[src/rtl/stream_mux_rr.sv]
// stream_mux_rr: round-robin N-to-1 packet stream mux with a one-entry registered output stage
module stream_mux_rr #(
  parameter int N_CH = 2,
  parameter int DW   = 8,
  parameter int SW   = 1
) (
  input  logic              clk,
  input  logic              rst,
  input  logic [N_CH-1:0]   in_valid,
  output logic [N_CH-1:0]   in_ready,
  input  logic [N_CH*DW-1:0] in_data,
  input  logic [N_CH-1:0]   in_last,
  output logic              out_valid,
  input  logic              out_ready,
  output logic [DW-1:0]     out_data,
  output logic              out_last,
  output logic [SW-1:0]     out_sel
);
  typedef enum logic {IDLE, BUSY} state_t;
  state_t state;
  logic [SW-1:0] grant, ptr, pick;
  logic [DW-1:0] sel_data;
  logic sel_last, xfer;
  int best;
  // round-robin pick: requester with the smallest distance past ptr wins
  always_comb begin
    pick = '0;
    best = N_CH;
    for (int i = 0; i < N_CH; i++)
      if (in_valid[i] && (i + N_CH - 1 - int'(ptr)) % N_CH < best) begin
        best = (i + N_CH - 1 - int'(ptr)) % N_CH;
        pick = SW'(i);
      end
  end
  // beat and end-of-packet flag of the granted channel
  always_comb begin
    sel_data = '0;
    sel_last = 1'b0;
    for (int i = 0; i < N_CH; i++)
      if (grant == SW'(i)) begin
        sel_data = in_data[i*DW +: DW];
        sel_last = in_last[i];
      end
  end
  assign in_ready = (state == BUSY && (!out_valid || out_ready)) ? N_CH'(1) << grant : '0;
  assign xfer = |(in_valid & in_ready);
  // arbitration FSM, pointer update on last beat, and output register
  always_ff @(posedge clk) begin
    if (rst) begin
      state     <= IDLE;
      grant     <= '0;
      ptr       <= SW'(N_CH - 1);
      out_valid <= 1'b0;
      out_data  <= '0;
      out_last  <= 1'b0;
      out_sel   <= '0;
    end else begin
      if (state == IDLE && |in_valid) begin
        grant <= pick;
        state <= BUSY;
      end
      if (xfer && sel_last) begin
        ptr   <= grant;
        state <= IDLE;
      end
      out_valid <= xfer || (out_valid && !out_ready);
      if (xfer) begin
        out_data <= sel_data;
        out_last <= sel_last;
        out_sel  <= grant;
      end
    end
  end
endmodule

[config.mk]
export PLATFORM = sky130hd
export DESIGN_NAME = stream_mux_rr
export DESIGN_NICKNAME = d
export VERILOG_FILES = /design/src/rtl/stream_mux_rr.sv
export SDC_FILE = /design/constraint.sdc
export NUM_CORES = 1
export LEC_CHECK = 0
export ABC_AREA = 0
export CORE_MARGIN = 8
export CORE_UTILIZATION = 50
export CTS_BUF_LIST = sky130_fd_sc_hd__clkbuf_16
export DETAILED_ROUTE_END_ITERATION = 6
export DONT_BUFFER_PORTS = 1
export PLACE_DENSITY = 0.62
export SLEW_MARGIN = 20
export SYNTH_ARGS = -nofsm -noshare
export SYNTH_HDL_FRONTEND = slang
export SYNTH_SLANG_ARGS = --single-unit
[constraint.sdc]
create_clock -name clk -period 2.95 [get_ports clk]
set_clock_uncertainty 0.2 [all_clocks]
set_input_delay 0.295 -clock clk [delete_from_list [all_inputs] [get_ports clk]]
set_output_delay 0.295 -clock clk [all_outputs]
set_load 0.01 [all_outputs]
# --- Word level (Yosys, flattened, before mapping) ---
# Index checks and enable logic that the tools add are counted.
# Widths: inputs -> output; s select.
op_classes:
  addsub: 2
  n_lt_le_gt_ge: 2
  shifts: 1
  muxes: 5
  bitwise_logic: 4
  n_reduce_logical: 13
ops:
  columns: ["op", "count"]
  rows:
  - ["$lt 2x32->1", 1]
  - ["$mux 32", 1]
  - ["$mux 8", 1]
  - ["$logic_and 1x1->1", 6]
  - ["$reduce_or 2->1", 3]
  - ["$lt 2x3->1 const B", 1]
  - ["$sub 2x1->3 const A", 1]
  - ["$and 1x1->1", 2]
  - ["$and 2x2->2", 1]
  - ["$logic_not 1->1", 2]
  - ["$logic_or 1x1->1", 2]
  - ["$mux 1", 2]
  - ["$mux 2", 1]
  - ["$shl 1x1->2 const A", 1]
  - ["$sub 1x1->2 const A", 1]
  - ["$not 1->1", 1]
totals:
  regBits: 14
  input_bits: 23
  output_inout_bits: 13
  wordCells: 34

# --- Logic depth before layout (Yosys ltp) ---
# Gate-level depths: netlist of the first run.
depth:
  ltp_word: 8
  mapped_depth: 5
  mapped_depth_nobuf: 3

# --- Worst setup path before layout of the first run ---
# Ideal clock, no wire load.
synth_timing:
  path_type: "register -> register"
  startpoint: "register grant"
  endpoint: "register out_data[4]"
  setup_ps: 132
  arrival_time_ps: 1042
  t_required_ps: 2618
  setup_slack_ps: 1577
  stages_incl_launch_ff: 6
  path_buffers: 2
  synth_period_minus_slack_ps: 1373
  path_cell_list: "dfxtp_1 -> buf_6 -> buf_8 -> mux2_4 -> nor4_2 -> nor3_1"
synth_via:
  elab_chain_cells: 4
synth_lines:
  columns: ["element", "line", "text"]
  rows:
  - ["start, declared", "21", "logic [SW-1:0] grant, ptr, pick;"]
  - ["start signal, assigned", "59", "grant <= pick;"]
  - ["$shl 1x1->2", "45", "assign in_ready = (state == BUSY && (!out_valid || out_ready)) ? N_CH'(1) << grant : '0;"]
  - ["$mux 2", "45", null]
  - ["$and 2x2->2", "46", "assign xfer = |(in_valid & in_ready);"]
  - ["$reduce_or 2->1", "46", null]
  - ["end signal, assigned", "68", "out_data <= sel_data;"]
  - ["end, declared", "15", "output logic [DW-1:0] out_data,"]
# Several ways; a longest one is shown, not always the timed one.
# A chain may end at the register's enable or synchronous reset.

# --- Worst setup path after layout of the first run ---
layout_timing:
  startpoint: "register grant"
  endpoint: "output port in_ready[1]"
layout_via:
  elab_chain_cells: 2
layout_lines:
  columns: ["element", "line", "text"]
  rows:
  - ["$shl 1x1->2", "45", null]
  - ["$mux 2", "45", null]
  - ["end, declared", "10", "output logic [N_CH-1:0] in_ready,"]
# Every way passes these cells.

==> reports/qor.txt, run 1 <==
cell area after layout: 847.1 um2
Initial Util: 53.19%
number of antenna diodes: 0
clock period minus worst slack: 1.927 ns
Yosys top cell area share: 35.39%
CTS max path bufs: 2
Worst Path Required: 2.46 ns
hold-critical path depth: 1
Root Buffer: clkbuf_16
Setup TNS Final: 0 ns
Routed Antenna Nets: 0
slew at the pin with the worst max-slew slack: 0.9164 ns
syn nets: 105
DR vias: 659
slowest stage cell, crit path: dfxtp_1
DRC viols: 0
Seq/Total Area, Yosys: 35.39%
worst hold slack: 0.0006884 ns
Worst Hold Path EP: ptr
hold crit path type: primary input to flop
Overflow after GRT: 0
power density over the cells: 658.1 nW/um2
Top Family by Delay on Critical Path: flip-flops
hpwl dp: 1404 um
Slew Viols, Final: 0
wire length per cell: 21.03 um
final setup violating endpoints: 0
Crit Path Class: flop to primary output
Max Cap Viol: 0
fin util: 56.89%
Post-Route WL: 1998 um
final hold violation count: 0
share of cells above drive strength 1: 25.32%
Synth area leader: dfxtp_1
Final Cycle Share: 65.32%
reg2reg end: ptr
all-layer global routing usage: 12.56%
H-tree level count: 1
most frequent cells in the layout: dfxtp_1 (14), a31oi_1 (9), nor3_1 (9)
I/O pin cnt: 36
max_slew headroom: 38.78%
Warnings, synthesis: 0
Synth Instances: 82
initial antenna violation count: 0
cts bufs inserted: 3
Post-CTS Resized: 0
IO Port Bufs: 0
CP max stage delay: 0.82 ns
startpoint types: flop
Placer Congestion: 0.7763
Reg-to-Reg Start: out_valid
clock tree from TritonCTS: built
status: finished clean
Worst IR Drop VDD: 332.7 uV
Worst Hold Launch: rst
FMAX: 519.0 MHz
Reg2Reg Depth: 3
NumNets Final: 104
row cnt: 14
dominant cells by area after synthesis: dfxtp_1 (35%), mux2_2 (8.5%), mux2_4 (7.6%)
vias in the first global route: 679
crit end category: primary output
RSZ-0062 raised after global routing: no
flop2flop setup slack: 1.06 ns
area grow syn2layout: 6.951%
mapped cell area: 792.0 um2
Die W: 55.80 um
Worst-path clk slew: 0.05 ns
leading cell type in the layout, fill and taps excluded: dfxtp_1
Clock Sinks: 14
cells along the critical path: and3_2
Distinct cells, synth: 27
P_leak: 0.2919 nW
TritonRoute pass-1 iters: 4
vias per cell: 6.937
Crit Path Max Fanout: 18
global-route wire length before repair: 3277 um
worst skew pair latency: 0.24 ns
Core Box Area: 1489 um2
placed cell area: 762.0 um2
Initial DRC Count: 19
synthesized area per cell: 9.659 um2
largest net degree at the start of global routing: 19
die height: 55.80 um
die area: 3114 um2
buffers plus inverters on the worst setup path: 0
WP data arrival: 1.43 ns
Synth Register Bits: 14
## metrics by stage
step           worst slack, ns  std cells  total power, W
6_report                 1.023         95       0.0005574
5_1_grt                 0.8540         95       0.0005748
4_1_cts                  1.020         95       0.0005590
3_5_place_dp             1.082         91       0.0003019
3_3_place_gp             1.108         91       0.0003005
2_1_floorplan            1.577         82       0.0002960
## logic make-up after synthesis
logic type             count (synthesis)  synth area share, %
AOI/OAI and AO/OA                     16                13.11
buffers and inverters                 10                7.740
DFF                                   14                35.39
muxes                                 11                18.96
and+or+nand+nor                       31                24.80
## worst max path at each step
| stage | start | to | slack [ns] | depth (start not counted) |
|---|---|---|---|---|
| floorplan | grant | out_data[4] | 1.58 | 5 |
| global placement | grant | out_last | 1.11 | 3 |
| detailed placement | grant | out_data[2] | 1.08 | 3 |
| CTS | grant | in_ready[1] | 1.02 | 1 |
| global route | grant | out_last | 0.85 | 3 |
| finish | grant | in_ready[1] | 1.02 | 1 |
## final cells by class
cell class              count  area, um2
repair buffers              1      10.01
inverters                   3      11.26
multi-input cells          58      450.4
well taps                  16      20.02
flip-flops and latches     14      280.3
fillers                   132      641.9
clock buffers               3      75.07
## state kept, by name, indices dropped and copies added (netlist names)
name and flops:
ptr 1, out_data 8, out_last 1, out_valid 1, out_sel 1, grant 1
state 1
## report_power, final
| group | total, W | internal [W] | leakage [nW] | switching (W) |
|---|---|---|---|---|
| clock network | 0.000255 | 0.000177 | 0.0370 | 0.0000779 |
| logic | 0.0000726 | 0.0000367 | 0.140 | 0.0000359 |
| registers | 0.000229 | 0.000204 | 0.115 | 0.0000253 |
## Yosys cell counts (all sizes together)
cell    instances
nand4b          1
a31oi           9
a21oi           3
mux2           10
nor3            9
nor2            3
buf             6
o21ai           1
nand3           2
mux2i           1
nor2b           1
nand4           1
inv             3
o32a            1
and3            1
dfxtp          14
o311a           1
o31ai           1
nand2           2
nor4           10
clkbuf          1
nand2b          1
## per-layer routing
metal	up-vias	part of all wire, %	track usage [%]
li1	316	-	-
met1	305	42	15.00
met2	35	44	18.43
met3	3	12	6.164
met4	0	1.5	5.282
met5	-	0	0
## repair_timing
| item | in CTS | in global routing |
|---|---|---|
| endpoints found under the hold margin | 12 | 0 |
| hold buffers | 1 | 0 |
| setup buffers | 0 | 0 |
(Power assumes the default switching activity.)
==> run 2, diff against run 1 <==
- PLACE_DENSITY: 0.62 -> 0.65
- clock period: 2.95 -> 1.55 ns (I/O delays scaled with it)
==> reports/qor.txt, run 2 (same netlist as run 1, synthesis figures left out) <==
status: finished clean
worst skew pair latency: 0.24 ns
Post-Route WL: 2260 um
TritonRoute pass-1 iters: 4
Placer Congestion: 0.8151
Setup TNS Final: 0 ns
H-tree level count: 1
Worst IR Drop VDD: 656.3 uV
die height: 55.80 um
largest net degree at the start of global routing: 19
most frequent cells in the layout: dfxtp_1 (13), nor3_1 (9), a31oi_1 (8)
final setup violating endpoints: 0
Reg-to-Reg Start: grant
crit end category: primary output
hold-critical path depth: 3
WP data arrival: 1.13 ns
P_leak: 0.3454 nW
hold crit path type: primary input to flop
clock tree from TritonCTS: built
DRC viols: 0
cts bufs inserted: 3
final hold violation count: 0
FF/Latch Area: 281.5 um2
CTS max path bufs: 2
max_slew headroom: 64.07%
Fill cells: 114
IO Port Bufs: 0
vias in the first global route: 741
Crit Path Max Fanout: 12
power density over the cells: 1133 nW/um2
I/O pin cnt: 36
share of cells above drive strength 1: 34.09%
Routed Antenna Nets: 0
slew at the pin with the worst max-slew slack: 0.5371 ns
cell area after layout: 963.4 um2
vias per cell: 6.981
Worst-path clk slew: 0.05 ns
Root Buffer: clkbuf_16
Crit Path Class: flop to primary output
wire length per cell: 21.73 um
fin util: 64.71%
placed cell area: 812.0 um2
flop2flop setup slack: 0.08 ns
all-layer global routing usage: 13.72%
Worst Path Required: 1.19 ns
Max Cap Viol: 0
reg2reg end: out_data[3]
NumNets Final: 113
Core Box Area: 1489 um2
Worst Hold Path EP: grant
global-route wire length before repair: 3712 um
Clock Sinks: 14
leading cell type in the layout, fill and taps excluded: dfxtp_1
RSZ-0062 raised after global routing: no
hpwl dp: 1482 um
number of antenna diodes: 0
FMAX: 672.1 MHz
initial antenna violation count: 0
area grow syn2layout: 21.64%
row cnt: 14
clock period minus worst slack: 1.488 ns
most flop-heavy register: out_data
worst hold slack: 0.009539 ns
Worst Hold Launch: in_valid[0]
die area: 3114 um2
Slew Viols, Final: 0
Final Cycle Share: 95.99%
DR vias: 726
area of the multi-input gates: 465.4 um2
Overflow after GRT: 0
startpoint types: flop
Initial Util: 53.19%
Initial DRC Count: 23
total power: 0.001092 W
Die W: 55.80 um
Reg2Reg Depth: 4
max reg flops: 8
run 2: cell types whose count changed in the layout (fill, tap and decap cells not counted), sizes merged:
cell,change
buf,+6
dlygate4sd3,+3
run 2: layout make-up:
class,instances,area share (%)
Inverter,3,1.169
Sequential cell,14,29.22
Timing Repair Buffer,10,11.43
Multi-Input combinational cell,58,48.31
Clock buffer,3,7.792
Tap cell,16,2.078
run 2: what timing repair did:
action | CTS | global route
resized for setup | 1 | 3
setup endpoints to repair | 2 | 2
hold buffers | 4 | 0
setup buffers | 0 | 1
endpoints found under the hold margin | 14 | 0
run 2: power by group:
group	switching, W	internal, W	total, W
sequential	0.0000289	0.000389	0.000418
clock	0.000135	0.000336	0.000471
combinational	0.000104	0.0000987	0.000203
total	0.000268	0.000824	0.00109
run 2: worst max path at each step:
stage,startpoint,endpoint,slack (ns)
finish,out_valid,in_ready[0],0.06
global route,out_valid,in_ready[0],0.005
CTS,grant,out_data[3],0.06
detailed placement,grant,out_data[0],0.08
global placement,grant,out_data[2],0.11
floorplan,grant,out_data[4],0.18
run 2: per-stage QoR:
stage	worst slack [ns]	cells
3_5_place_dp	0.08096	96
5_1_grt	0.004924	104
4_1_cts	0.05512	103
3_3_place_gp	0.1083	96
2_1_floorplan	0.1765	82
6_report	0.06210	104
run 2: routing by layer:
layer	GRT usage [%]	wire (um)	up-vias
met3	5.479	227	4
met1	16.07	955	351
met2	22.12	1045	41
li1	-	-	330
met4	4.225	32	0
met5	0	0	-
run 2: critical path: stages (launching register included):
cell      delay (ns)
dfxtp_1         0.33
nand2b_2        0.24
nand2_1         0.12
nor2_1          0.21
